===== src/rtl/elevator_scheduler.sv =====
// Single-car elevator scheduler for floors 0..7 with SCAN-style direction preference.
// Optional door-reopen input is enabled by defining ELEVATOR_DOOR_REOPEN_EN.
module elevator_scheduler #(
   parameter int unsigned FLOOR_CYCLES = 200,
   parameter int unsigned DOOR_CYCLES  = 100
) (
   input  logic       clk,
   input  logic       rst,
   input  logic [7:0] up,
   input  logic [7:0] down,
   input  logic [7:0] elevator_btn,
`ifdef ELEVATOR_DOOR_REOPEN_EN
   input  logic       door_btn,
`endif
   output logic [2:0] floor,
   output logic [3:0] status,
   output logic       nextup,
   output logic       nextdown,
   output logic       door_open
);

   localparam int unsigned TravelW = (FLOOR_CYCLES > 1) ? $clog2(FLOOR_CYCLES) : 1;
   localparam int unsigned DoorW   = (DOOR_CYCLES > 1) ? $clog2(DOOR_CYCLES) : 1;
   localparam logic [TravelW-1:0] TravelLast = TravelW'(FLOOR_CYCLES - 1);
   localparam logic [DoorW-1:0]   DoorLast   = DoorW'(DOOR_CYCLES - 1);

   typedef enum logic [3:0] {
      StIdle     = 4'd0,
      StMoveUp   = 4'd1,
      StMoveDown = 4'd2,
      StService  = 4'd7,
      StClose    = 4'd8
   } state_e;

   state_e               state_q, state_d;
   logic [2:0]           floor_q, floor_d;
   logic                 dir_up_q, dir_up_d;
   logic [TravelW-1:0]   travel_q, travel_d;
   logic [DoorW-1:0]     door_q, door_d;

   logic [7:0] req;
   logic       here, above, below;
   logic       reopen;
   logic [2:0] arr_floor;
   logic       arr_stop, arr_more, arr_here;

   function automatic logic any_above(input logic [7:0] r, input logic [2:0] f);
      return |(r & (8'hFE << f));
   endfunction

   function automatic logic any_below(input logic [7:0] r, input logic [2:0] f);
      return |(r & ~(8'hFF << f));
   endfunction

   assign req   = up | down | elevator_btn;
   assign here  = req[floor_q];
   assign above = any_above(req, floor_q);
   assign below = any_below(req, floor_q);

`ifdef ELEVATOR_DOOR_REOPEN_EN
   assign reopen = door_btn;
`else
   assign reopen = 1'b0;
`endif

   // Evaluation of the floor the car is about to reach; saturates at 0 and 7.
   always_comb begin
      arr_floor = floor_q;
      arr_stop  = 1'b0;
      arr_more  = 1'b0;
      if (state_q == StMoveDown) begin
         if (floor_q != 3'd0) arr_floor = floor_q - 3'd1;
         arr_stop = elevator_btn[arr_floor] | down[arr_floor];
         arr_more = any_below(req, arr_floor);
      end else begin
         if (floor_q != 3'd7) arr_floor = floor_q + 3'd1;
         arr_stop = elevator_btn[arr_floor] | up[arr_floor];
         arr_more = any_above(req, arr_floor);
      end
      arr_here = req[arr_floor];
   end

   always_comb begin
      state_d  = state_q;
      floor_d  = floor_q;
      dir_up_d = dir_up_q;
      travel_d = travel_q;
      door_d   = door_q;
      unique case (state_q)
         StIdle: begin
            if (here) begin
               state_d = StService;
               door_d  = '0;
            end else if (above) begin
               state_d  = StMoveUp;
               dir_up_d = 1'b1;
               travel_d = '0;
            end else if (below) begin
               state_d  = StMoveDown;
               dir_up_d = 1'b0;
               travel_d = '0;
            end
         end
         StMoveUp, StMoveDown: begin
            if (travel_q == TravelLast) begin
               travel_d = '0;
               floor_d  = arr_floor;
               if (arr_stop) begin
                  state_d = StService;
                  door_d  = '0;
               end else if (!arr_more) begin
                  state_d = arr_here ? StService : StIdle;
                  door_d  = '0;
               end
            end else begin
               travel_d = travel_q + 1'b1;
            end
         end
         StService: begin
            if (reopen) begin
               door_d = '0;
            end else if (door_q == DoorLast) begin
               state_d = StClose;
               door_d  = '0;
            end else begin
               door_d = door_q + 1'b1;
            end
         end
         StClose: begin
            travel_d = '0;
            door_d   = '0;
            // Keep the current sweep direction when it still has work, else reverse.
            if (reopen) begin
               state_d = StService;
            end else if (dir_up_q && above) begin
               state_d = StMoveUp;
            end else if (!dir_up_q && below) begin
               state_d = StMoveDown;
            end else if (below) begin
               state_d  = StMoveDown;
               dir_up_d = 1'b0;
            end else if (above) begin
               state_d  = StMoveUp;
               dir_up_d = 1'b1;
            end else if (here) begin
               state_d = StService;
            end else begin
               state_d = StIdle;
            end
         end
         default: begin
            state_d = StIdle;
         end
      endcase
   end

   always_ff @(posedge clk or posedge rst) begin
      if (rst) begin
         state_q  <= StIdle;
         floor_q  <= 3'd0;
         dir_up_q <= 1'b1;
         travel_q <= '0;
         door_q   <= '0;
      end else begin
         state_q  <= state_d;
         floor_q  <= floor_d;
         dir_up_q <= dir_up_d;
         travel_q <= travel_d;
         door_q   <= door_d;
      end
   end

   always_comb begin
      nextup   = 1'b0;
      nextdown = 1'b0;
      if (state_q == StService) begin
         if (dir_up_q) begin
            nextup   = above;
            nextdown = ~above & below;
         end else begin
            nextdown = below;
            nextup   = ~below & above;
         end
      end
   end

   assign floor     = floor_q;
   assign status    = state_q;
   assign door_open = (state_q == StService);

endmodule


===== config.mk =====
export PLATFORM = sky130hd
export DESIGN_NAME = elevator_scheduler
export DESIGN_NICKNAME = d
export VERILOG_FILES = /design/src/rtl/elevator_scheduler.sv
export SDC_FILE = /design/constraint.sdc
export NUM_CORES = 1
export LEC_CHECK = 0
export CAP_MARGIN = 20
export CORE_MARGIN = 4
export CORE_UTILIZATION = 54
export CTS_CLUSTER_DIAMETER = 80
export DETAILED_ROUTE_END_ITERATION = 16
export GPL_TIMING_DRIVEN = 0
export PLACE_DENSITY = 0.8
export SYNTH_ARGS = -nofsm -noshare
export SYNTH_HDL_FRONTEND = slang
export SYNTH_SLANG_ARGS = --single-unit
export TNS_END_PERCENT = 1

===== constraint.sdc =====
create_clock -name clk -period 3.4 [get_ports clk]
set_input_delay 0.51 -clock clk [delete_from_list [all_inputs] [get_ports clk]]
set_output_delay 0.51 -clock clk [all_outputs]
set_load 0.005 [all_outputs]

==> results.cfg <==
[synth]
synth_edf_count = 0
ys_types = 71
syn_inst = 271
syn-cell-area_um2 = 2230
synth_warnings = 0
ys_ff_latch = 23
yosysMostFrequentCell = nor2_1
synth_seq_area_share_pct = 25.9
synth_top_flop_cell = dfrtp_1
syn-num-nets = 305
ys_top_cells_by_area = dfrtp_1, nor2_1, ha_1, o21ai_0, nor3_1
yosysTopAreaCellShare_pct = 24.7
synthArstFlopShare_pct = 100
synth_commonest_cells = nor2_1, dfrtp_1, nand2_1
yosysTopAreaCell = dfrtp_1
synth_area_per_cell_um2 = 8.22

[final_layout]
layout-drive-gt1-share_pct = 14.3
fin_nets = 349
final_core_util_pct = 70.5
area_growth_pct = 26.6
diodes = 0
fillers = 331

[cts]
cts_tree = yes
htree_num_levels = 1
cts_buffer_depth = 2
insertion_delay_ps = 270
hold_buffers = 0
cts_buffers = 3
clkSinkCount = 23
path_clk_slew_ps = 90
cts-root-buf = clkbuf_8

[timing]
finalClockSkew_ps = 8.99
worst_slack_ps = 106
setup_violations = 0
fin_setup_tns_ps = 0
maxSlewHeadroom_pct = 41.1
period_share_pct = 96.9
fmax_mhz = 304
period_needed_ps = 3290
finalHoldViolCount = 0
hold_slack_ps = 501
tightest_slew_ps = 883
maxSlewViolCount = 0
rsz0062_at_grt = yes

[critical_path]
reg2reg_depth = 12
path_class = reg -> reg
cp.required_ps = 3560
worst_setup_path_end_kind = flop
rrSetupSlack_ps = 110
start_kind = flop
crit_arrival_ps = 3460
path_max_fanout = 10
reg2reg_from = floor[2]
worstReg2RegEnd = status[1]

[status]
status = complete, no violations

[detailed_routing]
ant_nets = 0
drc_errors = 0
wl_um = 6110
via_per_inst = 6.54
drt_iter0_markers = 259
post_drt_wl_per_cell_um = 16.8
first_pass_iters = 7
num_vias = 2380

[power]
power.density_nw_per_um2 = 537
p_switching_mw = 0.679
clockPowerShare_pct = 11.4
peakVddDrop_mv = 0.399
leakage_nw = 1.14
p_sw_share_pct = 44.8
p_int_mw = 0.835
pwr-share-seq_pct = 25.4
pwr-share-comb_pct = 63.1

[floorplan]
fp.dieH_um = 72.2
start_util_pct = 55.7
die_area_um2 = 5220
die_w_um = 72.2
coreArea_um2 = 4000
rows = 23
ios = 36

[min_path]
hold_class = reg -> reg
min_from = travel_q[7]
holdPathEnd = travel_q[7]
holdPathStages = 1

[global_routing]
grt_pass1_wl_um = 10100
grt_max_degree = 24
groute.usage.overall_pct = 23.7
antenna_found_initial = 0
grt_pass1_vias = 2120
overflow = 0

[run]
maxCapViolations = 0

[place]
gp_congestion = 0.946
pre_cts_ws_ps = -221
dp_hpwl_um = 4450
io_buffers = 35
through the flow:
step / instances / cell area (um^2) / power (mW)
3_5_place_dp: 356 / 2640 / 1.30
4_1_cts: 360 / 2750 / 1.48
5_1_grt: 364 / 2820 / 1.65
3_3_place_gp: 356 / 2640 / 1.29
2_1_floorplan: 271 / 2230 / 1.05
6_report: 364 / 2820 / 1.51
critical path, stage by stage (launching register included):
cell,delay [ps]
dfrtp_2,450
buf_4,190
inv_1,200
ha_1,180
buf_4,170
xor2_1,240
o311a_1,370
o211ai_2,140
o311ai_1,120
or4_1,560
buf_4,180
nand3_4,80
mux2_4,310
repair_timing:
item / in CTS / in global routing
resized for setup: 13 / 8
pin swaps: 2 / 1
endpoints found under the setup margin: 4 / 4
endpoints found under the hold margin: 0 / 0
setup buffers: 0 / 4
cell type report:
type | count | area [um^2] | area share, %
Multi-Input combinational cell | 224 | 1630 | 57.9
Sequential cell | 23 | 578 | 20.5
Timing Repair Buffer | 39 | 382 | 13.5
Buffer | 13 | 76.3 | 2.71
Tap cell | 50 | 62.6 | 2.22
Clock buffer | 3 | 41.3 | 1.46
Inverter | 11 | 41.3 | 1.46
Clock inverter | 1 | 5.00 | 0.178
routing by layer:
metal,up-vias,routed length [um],part of all wire (%),track usage (%)
met1,1117,2810,46,35.8
met5,-,0,0,0
met3,12,468,7.7,3.88
met2,107,2740,45,35.9
li1,1144,-,-,-
met4,0,85,1.4,4.38
cells by family after synthesis:
group | share of synthesized area, %
fa+ha+maj | 4.94
buf+inv | 5.06
simple gates | 28.1
compound gates | 27.9
xor+xnor | 3.03
mux | 5.06
flops | 25.9
power by group through the flow:
stage	clock network, mW	registers [mW]	logic [mW]
2_1_floorplan	0	0.383	0.669
3_3_place_gp	0	0.386	0.902
3_5_place_dp	0	0.390	0.907
4_1_cts	0.176	0.385	0.918
5_1_grt	0.185	0.395	1.07
6_report	0.173	0.385	0.956
flip-flops by register name (all words and copies together) (netlist names):
signal / flops
dir_up_q: 1
door_q: 7
floor: 3
status: 4
travel_q: 8
cells in the final DEF (no fill, tap or decap), types with 4 or more instances in the layout:
cell type / synthesis / routed
a2111oi_0: 4 / 4
clkdlybuf4s50_1: 0 / 33
ha_1: 8 / 7
nor2_1: 29 / 29
buf_2: 6 / 4
nand3_1: 12 / 12
o31ai_1: 4 / 4
inv_1: 10 / 9
a21oi_1: 12 / 11
a211oi_1: 6 / 6
o21ai_0: 17 / 17
a31oi_1: 4 / 4
clkbuf_1: 4 / 4
nor2b_1: 4 / 4
dfrtp_1: 22 / 21
nor4_1: 5 / 5
buf_4: 2 / 8
o221ai_1: 5 / 5
or3_1: 5 / 5
nor3_4: 0 / 4
mux2i_1: 6 / 5
nand4_1: 5 / 5
nor3_1: 16 / 13
nand2_1: 20 / 20
how the worst max path moves through the flow:
stage / slack, ps / from / depth (start not counted) / endpoint
floorplan: 300 / floor[0] / 14 / status[1]
global placement: -260 / down[1] / 7 / nextup
detailed placement: -220 / down[2] / 7 / nextup
CTS: 30 / floor[0] / 11 / nextup
global route: -60 / floor[2] / 12 / status[1]
finish: 110 / floor[2] / 12 / status[1]
Note: power is estimated with default switching activity, not from simulation.
